`config.mk`:
```
export PLATFORM = sky130hd
export DESIGN_NAME = gpio_bank_ctrl
export DESIGN_NICKNAME = d
export VERILOG_FILES = /design/src/rtl/gpio_bank_pkg.sv /design/src/rtl/gpio_sync.sv /design/src/rtl/gpio_bank_ctrl.sv
export SDC_FILE = /design/constraint.sdc
export NUM_CORES = 1
export LEC_CHECK = 0
export CAP_MARGIN = 20
export CORE_MARGIN = 2
export CORE_UTILIZATION = 45
export CTS_CLUSTER_DIAMETER = 100
export DETAILED_ROUTE_END_ITERATION = 7
export PLACE_DENSITY = 0.67
export SLEW_MARGIN = 20
export SYNTH_ARGS = -nofsm -noshare
export SYNTH_HDL_FRONTEND = slang
export SYNTH_HIERARCHICAL = 1
export SYNTH_SLANG_ARGS = --single-unit
```
`constraint.sdc`:
```
create_clock -name clk -period 3.15 [get_ports clk]
set_input_delay 0.7875 -clock clk [delete_from_list [all_inputs] [get_ports clk]]
set_output_delay 0.7875 -clock clk [all_outputs]
set_load 0.01 [all_outputs]
```
`src/rtl/gpio_bank_pkg.sv`:
```
// Shared register-map addresses and reset values for the GPIO bank controller.
package gpio_bank_pkg;
    localparam int GPIO_MAX_IO = 32;

    localparam logic [2:0] GPIO_A_DIR     = 3'd0;
    localparam logic [2:0] GPIO_A_OUT     = 3'd1;
    localparam logic [2:0] GPIO_A_IN      = 3'd2;
    localparam logic [2:0] GPIO_A_RISE_EN = 3'd3;
    localparam logic [2:0] GPIO_A_FALL_EN = 3'd4;
    localparam logic [2:0] GPIO_A_STATUS  = 3'd5;
    localparam logic [2:0] GPIO_A_OUT_SET = 3'd6;
    localparam logic [2:0] GPIO_A_OUT_CLR = 3'd7;

    // Full-width reset values; users slice them down to NUM_IO.
    localparam logic [GPIO_MAX_IO-1:0] GPIO_RST_DIR    = '0;
    localparam logic [GPIO_MAX_IO-1:0] GPIO_RST_OUT    = '0;
    localparam logic [GPIO_MAX_IO-1:0] GPIO_RST_EN     = '0;
    localparam logic [GPIO_MAX_IO-1:0] GPIO_RST_STATUS = '0;
    localparam logic [GPIO_MAX_IO-1:0] GPIO_RST_RDATA  = '0;
endpackage

```
`src/rtl/gpio_sync.sv`:
```
// Multi-flop synchronizer for the asynchronous inpad bus; q is d delayed by SYNC_STAGES clocks.
module gpio_sync
    import gpio_bank_pkg::*;
#(
    parameter int NUM_IO      = 8,
    parameter int SYNC_STAGES = 2
) (
    input  logic              clk,
    input  logic              reset,
    input  logic [NUM_IO-1:0] d,
    output logic [NUM_IO-1:0] q
);
    logic [SYNC_STAGES-1:0][NUM_IO-1:0] chain_q, chain_d;

    always_comb begin
        chain_d = {chain_q[SYNC_STAGES-2:0], d};
    end

    always_ff @(posedge clk or posedge reset) begin
        if (reset) chain_q <= '0;
        else       chain_q <= chain_d;
    end

    assign q = chain_q[SYNC_STAGES-1];
endmodule

```
`src/rtl/gpio_bank_ctrl.sv`:
```
// GPIO bank controller: register file, pad direction/output drive, edge-detect status with
// interrupt, and a post-turnaround mask that hides pad glitches after a drive->receive change.
module gpio_bank_ctrl
    import gpio_bank_pkg::*;
#(
    parameter int NUM_IO      = 8,
    parameter int SYNC_STAGES = 2,
    parameter int TURN_CYCLES = 2
) (
    input  logic              clk,
    input  logic              reset,
    input  logic              wr_en,
    input  logic              rd_en,
    input  logic [2:0]        addr,
    input  logic [NUM_IO-1:0] wdata,
    output logic [NUM_IO-1:0] rdata,
    output logic              rd_valid,
    output logic [NUM_IO-1:0] dir,
    output logic [NUM_IO-1:0] outpad,
    input  logic [NUM_IO-1:0] inpad,
    output logic              irq
);
    localparam int TURN_LOAD = SYNC_STAGES + TURN_CYCLES;
    localparam int CW        = $clog2(TURN_LOAD + 1);
    localparam logic [CW-1:0] TURN_LOAD_C = CW'(TURN_LOAD);

    logic [NUM_IO-1:0] dir_q, dir_d, out_q, out_d;
    logic [NUM_IO-1:0] rise_en_q, rise_en_d, fall_en_q, fall_en_d;
    logic [NUM_IO-1:0] status_q, status_d, mask_q, mask_d, prev_q, prev_d;
    logic [NUM_IO-1:0] rdata_q, rdata_d;
    logic              rd_valid_q, rd_valid_d, irq_q, irq_d;
    logic [CW-1:0]     cnt_q, cnt_d;

    logic [NUM_IO-1:0] sync, set_bits, clr_bits, drop, rd_sel;
    logic              wr_dir;

    gpio_sync #(.NUM_IO(NUM_IO), .SYNC_STAGES(SYNC_STAGES)) u_sync (
        .clk   (clk),
        .reset (reset),
        .d     (inpad),
        .q     (sync)
    );

    always_comb begin
        wr_dir    = wr_en && (addr == GPIO_A_DIR);
        dir_d     = wr_dir ? wdata : dir_q;
        out_d     = out_q;
        rise_en_d = rise_en_q;
        fall_en_d = fall_en_q;
        if (wr_en) begin
            case (addr)
                GPIO_A_OUT:     out_d     = wdata;
                GPIO_A_OUT_SET: out_d     = out_q | wdata;
                GPIO_A_OUT_CLR: out_d     = out_q & ~wdata;
                GPIO_A_RISE_EN: rise_en_d = wdata;
                GPIO_A_FALL_EN: fall_en_d = wdata;
                default: ;
            endcase
        end

        // Edges on driven or still-settling pads are not real input activity.
        prev_d   = sync;
        set_bits = ~(dir_q | mask_q) &
                   ((sync & ~prev_q & rise_en_q) | (~sync & prev_q & fall_en_q));
        clr_bits = (wr_en && (addr == GPIO_A_STATUS)) ? wdata : '0;
        status_d = (status_q & ~clr_bits) | set_bits;
        irq_d    = |status_q;

        drop = wr_dir ? (dir_q & ~wdata) : '0;
        if (|drop) begin
            mask_d = mask_q | drop;
            cnt_d  = TURN_LOAD_C;
        end else if (cnt_q != '0) begin
            cnt_d  = cnt_q - CW'(1);
            mask_d = (cnt_q == CW'(1)) ? '0 : mask_q;
        end else begin
            cnt_d  = cnt_q;
            mask_d = mask_q;
        end

        case (addr)
            GPIO_A_DIR:     rd_sel = dir_q;
            GPIO_A_OUT:     rd_sel = out_q;
            GPIO_A_IN:      rd_sel = sync;
            GPIO_A_RISE_EN: rd_sel = rise_en_q;
            GPIO_A_FALL_EN: rd_sel = fall_en_q;
            GPIO_A_STATUS:  rd_sel = status_q;
            default:        rd_sel = '0;
        endcase
        rdata_d    = rd_en ? rd_sel : rdata_q;
        rd_valid_d = rd_en;
    end

    always_ff @(posedge clk or posedge reset) begin
        if (reset) begin
            dir_q      <= GPIO_RST_DIR[NUM_IO-1:0];
            out_q      <= GPIO_RST_OUT[NUM_IO-1:0];
            rise_en_q  <= GPIO_RST_EN[NUM_IO-1:0];
            fall_en_q  <= GPIO_RST_EN[NUM_IO-1:0];
            status_q   <= GPIO_RST_STATUS[NUM_IO-1:0];
            rdata_q    <= GPIO_RST_RDATA[NUM_IO-1:0];
            mask_q     <= '0;
            prev_q     <= '0;
            cnt_q      <= '0;
            rd_valid_q <= 1'b0;
            irq_q      <= 1'b0;
        end else begin
            dir_q      <= dir_d;
            out_q      <= out_d;
            rise_en_q  <= rise_en_d;
            fall_en_q  <= fall_en_d;
            status_q   <= status_d;
            rdata_q    <= rdata_d;
            mask_q     <= mask_d;
            prev_q     <= prev_d;
            cnt_q      <= cnt_d;
            rd_valid_q <= rd_valid_d;
            irq_q      <= irq_d;
        end
    end

    assign dir      = dir_q;
    assign outpad   = out_q;
    assign rdata    = rdata_q;
    assign rd_valid = rd_valid_q;
    assign irq      = irq_q;
endmodule

```
==> impl_metrics.py <==
metrics = {
    "clock_network": {
        "cts_hold_buf": 0,
        "cts_root_buffer": "clkbuf_8",
        "post-cts-setup-buffers": 0,
        "clk_pin_slew_ns": 0.09,
        "clk-insertion-delay-late_ns": 0.35,
        "tritoncts": "yes",
        "numCtsBuffers": 9,
        "clock_path_buffers": 2,
        "cts_resized": 0,
        "htree_levels": 3,
        "clock-sinks": 85,
    },
    "logic_synthesis": {
        "synth_top_area_share_pct": 57.6,
        "synth-edff-count": 0,
        "async_flop_share_pct": 100,
        "avgSynthCellArea_sq_um": 11.5,
        "yosysWarnings": 6,
        "yosys.area.top_type": "dfrtp_1",
        "synthDistinctLibCells": 35,
        "synth.most_common_cell": "dfrtp_1",
        "synth-seq-cells": 85,
        "synthTopCellsByCount": "dfrtp_1, nand2_1, mux2_2",
        "synthCells": 320,
        "ys.flop_type": "dfrtp_1",
        "ys_top_cells_by_area": "dfrtp_1, mux2_2, mux4_2",
        "ys_seq_area_share_pct": 57.6,
        "synthesis.nets": 346,
        "syn_area_sq_um": 3690,
    },
    "outcome": {
        "run_status": "completed",
    },
    "detailed_routing": {
        "ant_nets": 0,
        "wirelength_mm": 8.53,
        "drtIter0Drc": 163,
        "viasPerCell": 5.48,
        "drc_errors": 0,
        "routedWlPerCell_microns": 17.3,
        "first_pass_iters": 4,
        "vias": 2697,
    },
    "sta": {
        "rsz0062_at_grt": "no",
        "setup_slack_ns": 0.810,
        "min_period_ns": 2.34,
        "worst_pin_slew_ns": 0.699,
        "slew_headroom_pct": 53.3,
        "slew_viol_final": 0,
        "clock_skew_ns": 0.0137,
        "timing.fmax_mhz": 427,
        "fin_crit_sh_pct": 74.3,
        "setup_viol": 0,
        "tns_ns": 0,
        "hold_viol": 0,
    },
    "grt": {
        "grt_use_met2_pct": 33.8,
        "grt_pass1_vias": 2679,
        "gr-usage-met3_pct": 5.35,
        "top_usage_layer": "met2",
        "use_met1_pct": 28.4,
        "grt_usage_pct": 21.2,
        "grt_max_degree": 43,
        "grt_pass1_wl_mm": 14.1,
        "grt-ovfl-total": 0,
        "antenna_found_initial": 0,
    },
    "die": {
        "dieArea_sq_um": 8950,
        "core_sq_um": 8090,
        "fp.dieW_microns": 94.6,
        "die_h_microns": 94.6,
        "ios": 49,
        "placementRows": 33,
        "start_util_pct": 45.7,
    },
    "layout": {
        "drive_gt1_share_pct": 18.1,
        "multi_input_area_sq_um": 1470,
        "num-fill-cells": 710,
        "regArea_sq_um": 2130,
        "finish.utilization_pct": 56.6,
        "final_nets": 408,
        "syn2layout_area_growth_pct": 24.0,
        "diodes": 0,
        "stdcell_area_sq_um": 4580,
    },
    "worst_setup_path": {
        "max_stage_delay_ns": 0.62,
        "critPathBufInv": 1,
        "cp_data_required_time_ns": 3.37,
        "crit_arrival_ns": 2.56,
        "crit_family": "simple AND/OR/NAND/NOR gates",
        "worst-setup-path-type": "primary input to flip-flop",
        "slowest_stage": "clkdlybuf4s50_1",
        "cp-end-kind": "flip-flop",
        "crit_path_start_kind": "primary input",
        "worstPathMaxFanout": 8,
        "path_cells": "clkdlybuf4s50_1 -> nor2b_1 -> or4_4 -> nor3_4 -> nor3_1",
    },
    "placement": {
        "io_buffer_count": 48,
        "dp_hpwl_mm": 6.06,
        "place_area_sq_um": 4390,
        "dp_slack_ns": 0.451,
        "place_congestion": 0.806,
    },
    "power": {
        "p_leak_nw": 1.96,
        "max-vdd-ir-drop_v": 0.000276,
        "total_power_w": 0.00294,
        "powerDensity_nw_per_um2": 641,
    },
    "run": {
        "maxCapViolations": 0,
    },
    "min_path": {
        "min_path_type": "flip-flop to flip-flop",
    },
}
-- per-layer routing --
layer / share of wire [%] / vias up
met5: 0 / -
met4: 2.4 / 0
met3: 4.1 / 17
met2: 49 / 72
met1: 45 / 1333
li1: - / 1275
-- cells in the final DEF, fill, tap and decap left out, types with 3 or more instances in the layout --
master,count
nor2b_1,9
mux2i_1,3
nor2_1,25
clkdlybuf4s50_1,48
ha_1,3
nor3_1,9
nand2_1,34
a22o_1,8
buf_4,14
mux4_2,6
o22ai_1,5
a22oi_1,7
mux2_2,29
nand3b_1,4
o21ai_0,17
inv_1,8
a21oi_1,22
dfrtp_1,85
clkbuf_8,9
a211oi_1,8
and3_1,4
-- logic make-up after synthesis --
family,synth area share [%]
AND/OR/NAND/NOR,12.6
flip-flops,57.6
AO/OA/AOI/OAI,12.4
multiplexers,13.6
buffers and inverters,2.64
adder cells (fa/ha/maj),1.02
XOR/XNOR,0.237
-- stage by stage --
| stage | std cells | hold WS [ns] |
|---|---|---|
| after floorplan | 320 | 0.331 |
| final | 492 | 0.348 |
| after CTS | 492 | 0.353 |
| after global routing | 492 | 0.355 |
| after global placement | 476 | 0.331 |
| after detailed placement | 476 | 0.335 |
-- worst paths after layout --
| path | start | to | slack (ns) | depth (start not counted) |
|---|---|---|---|---|
| setup / recovery | wdata[0] | mask_q[5]$_DFFE_PP0P_ | 0.81 | 5 |
| hold / removal | u_sync/chain_d[10]$_DFF_PP0_ | u_sync/q[2]$_DFF_PP0_ | 0.35 | 0 |
| setup reg to reg | dir[0]$_DFFE_PP0P_ | mask_q[5]$_DFFE_PP0P_ | 1.38 | 4 |
| hold reg to reg | u_sync/chain_d[10]$_DFF_PP0_ | u_sync/q[2]$_DFF_PP0_ | 0.35 | 0 |
| max in group asynchronous | reset | fall_en_q[3]$_DFFE_PP0P_ | 1.63 | 3 |
| min in group asynchronous | reset | rdata[7]$_DFFE_PP0P_ | 0.86 | 2 |
-- cell type report --
class / count / area share (%)
clock inverters: 6 / 1.39
flip-flops and latches: 85 / 46.4
inverters: 10 / 0.819
multi-input cells: 212 / 32.1
repair buffers: 64 / 13.7
well taps: 105 / 2.87
clock buffers: 10 / 2.78
-- where the power goes --
| group | internal (W) | total, W | leakage, nW | switching, W |
|---|---|---|---|---|
| registers | 0.00131 | 0.00148 | 1.01 | 0.000174 |
| logic | 0.000393 | 0.000707 | 0.850 | 0.000314 |
| clock network | 0.000365 | 0.000752 | 0.0923 | 0.000387 |
Note: power is estimated with default switching activity, not from simulation.
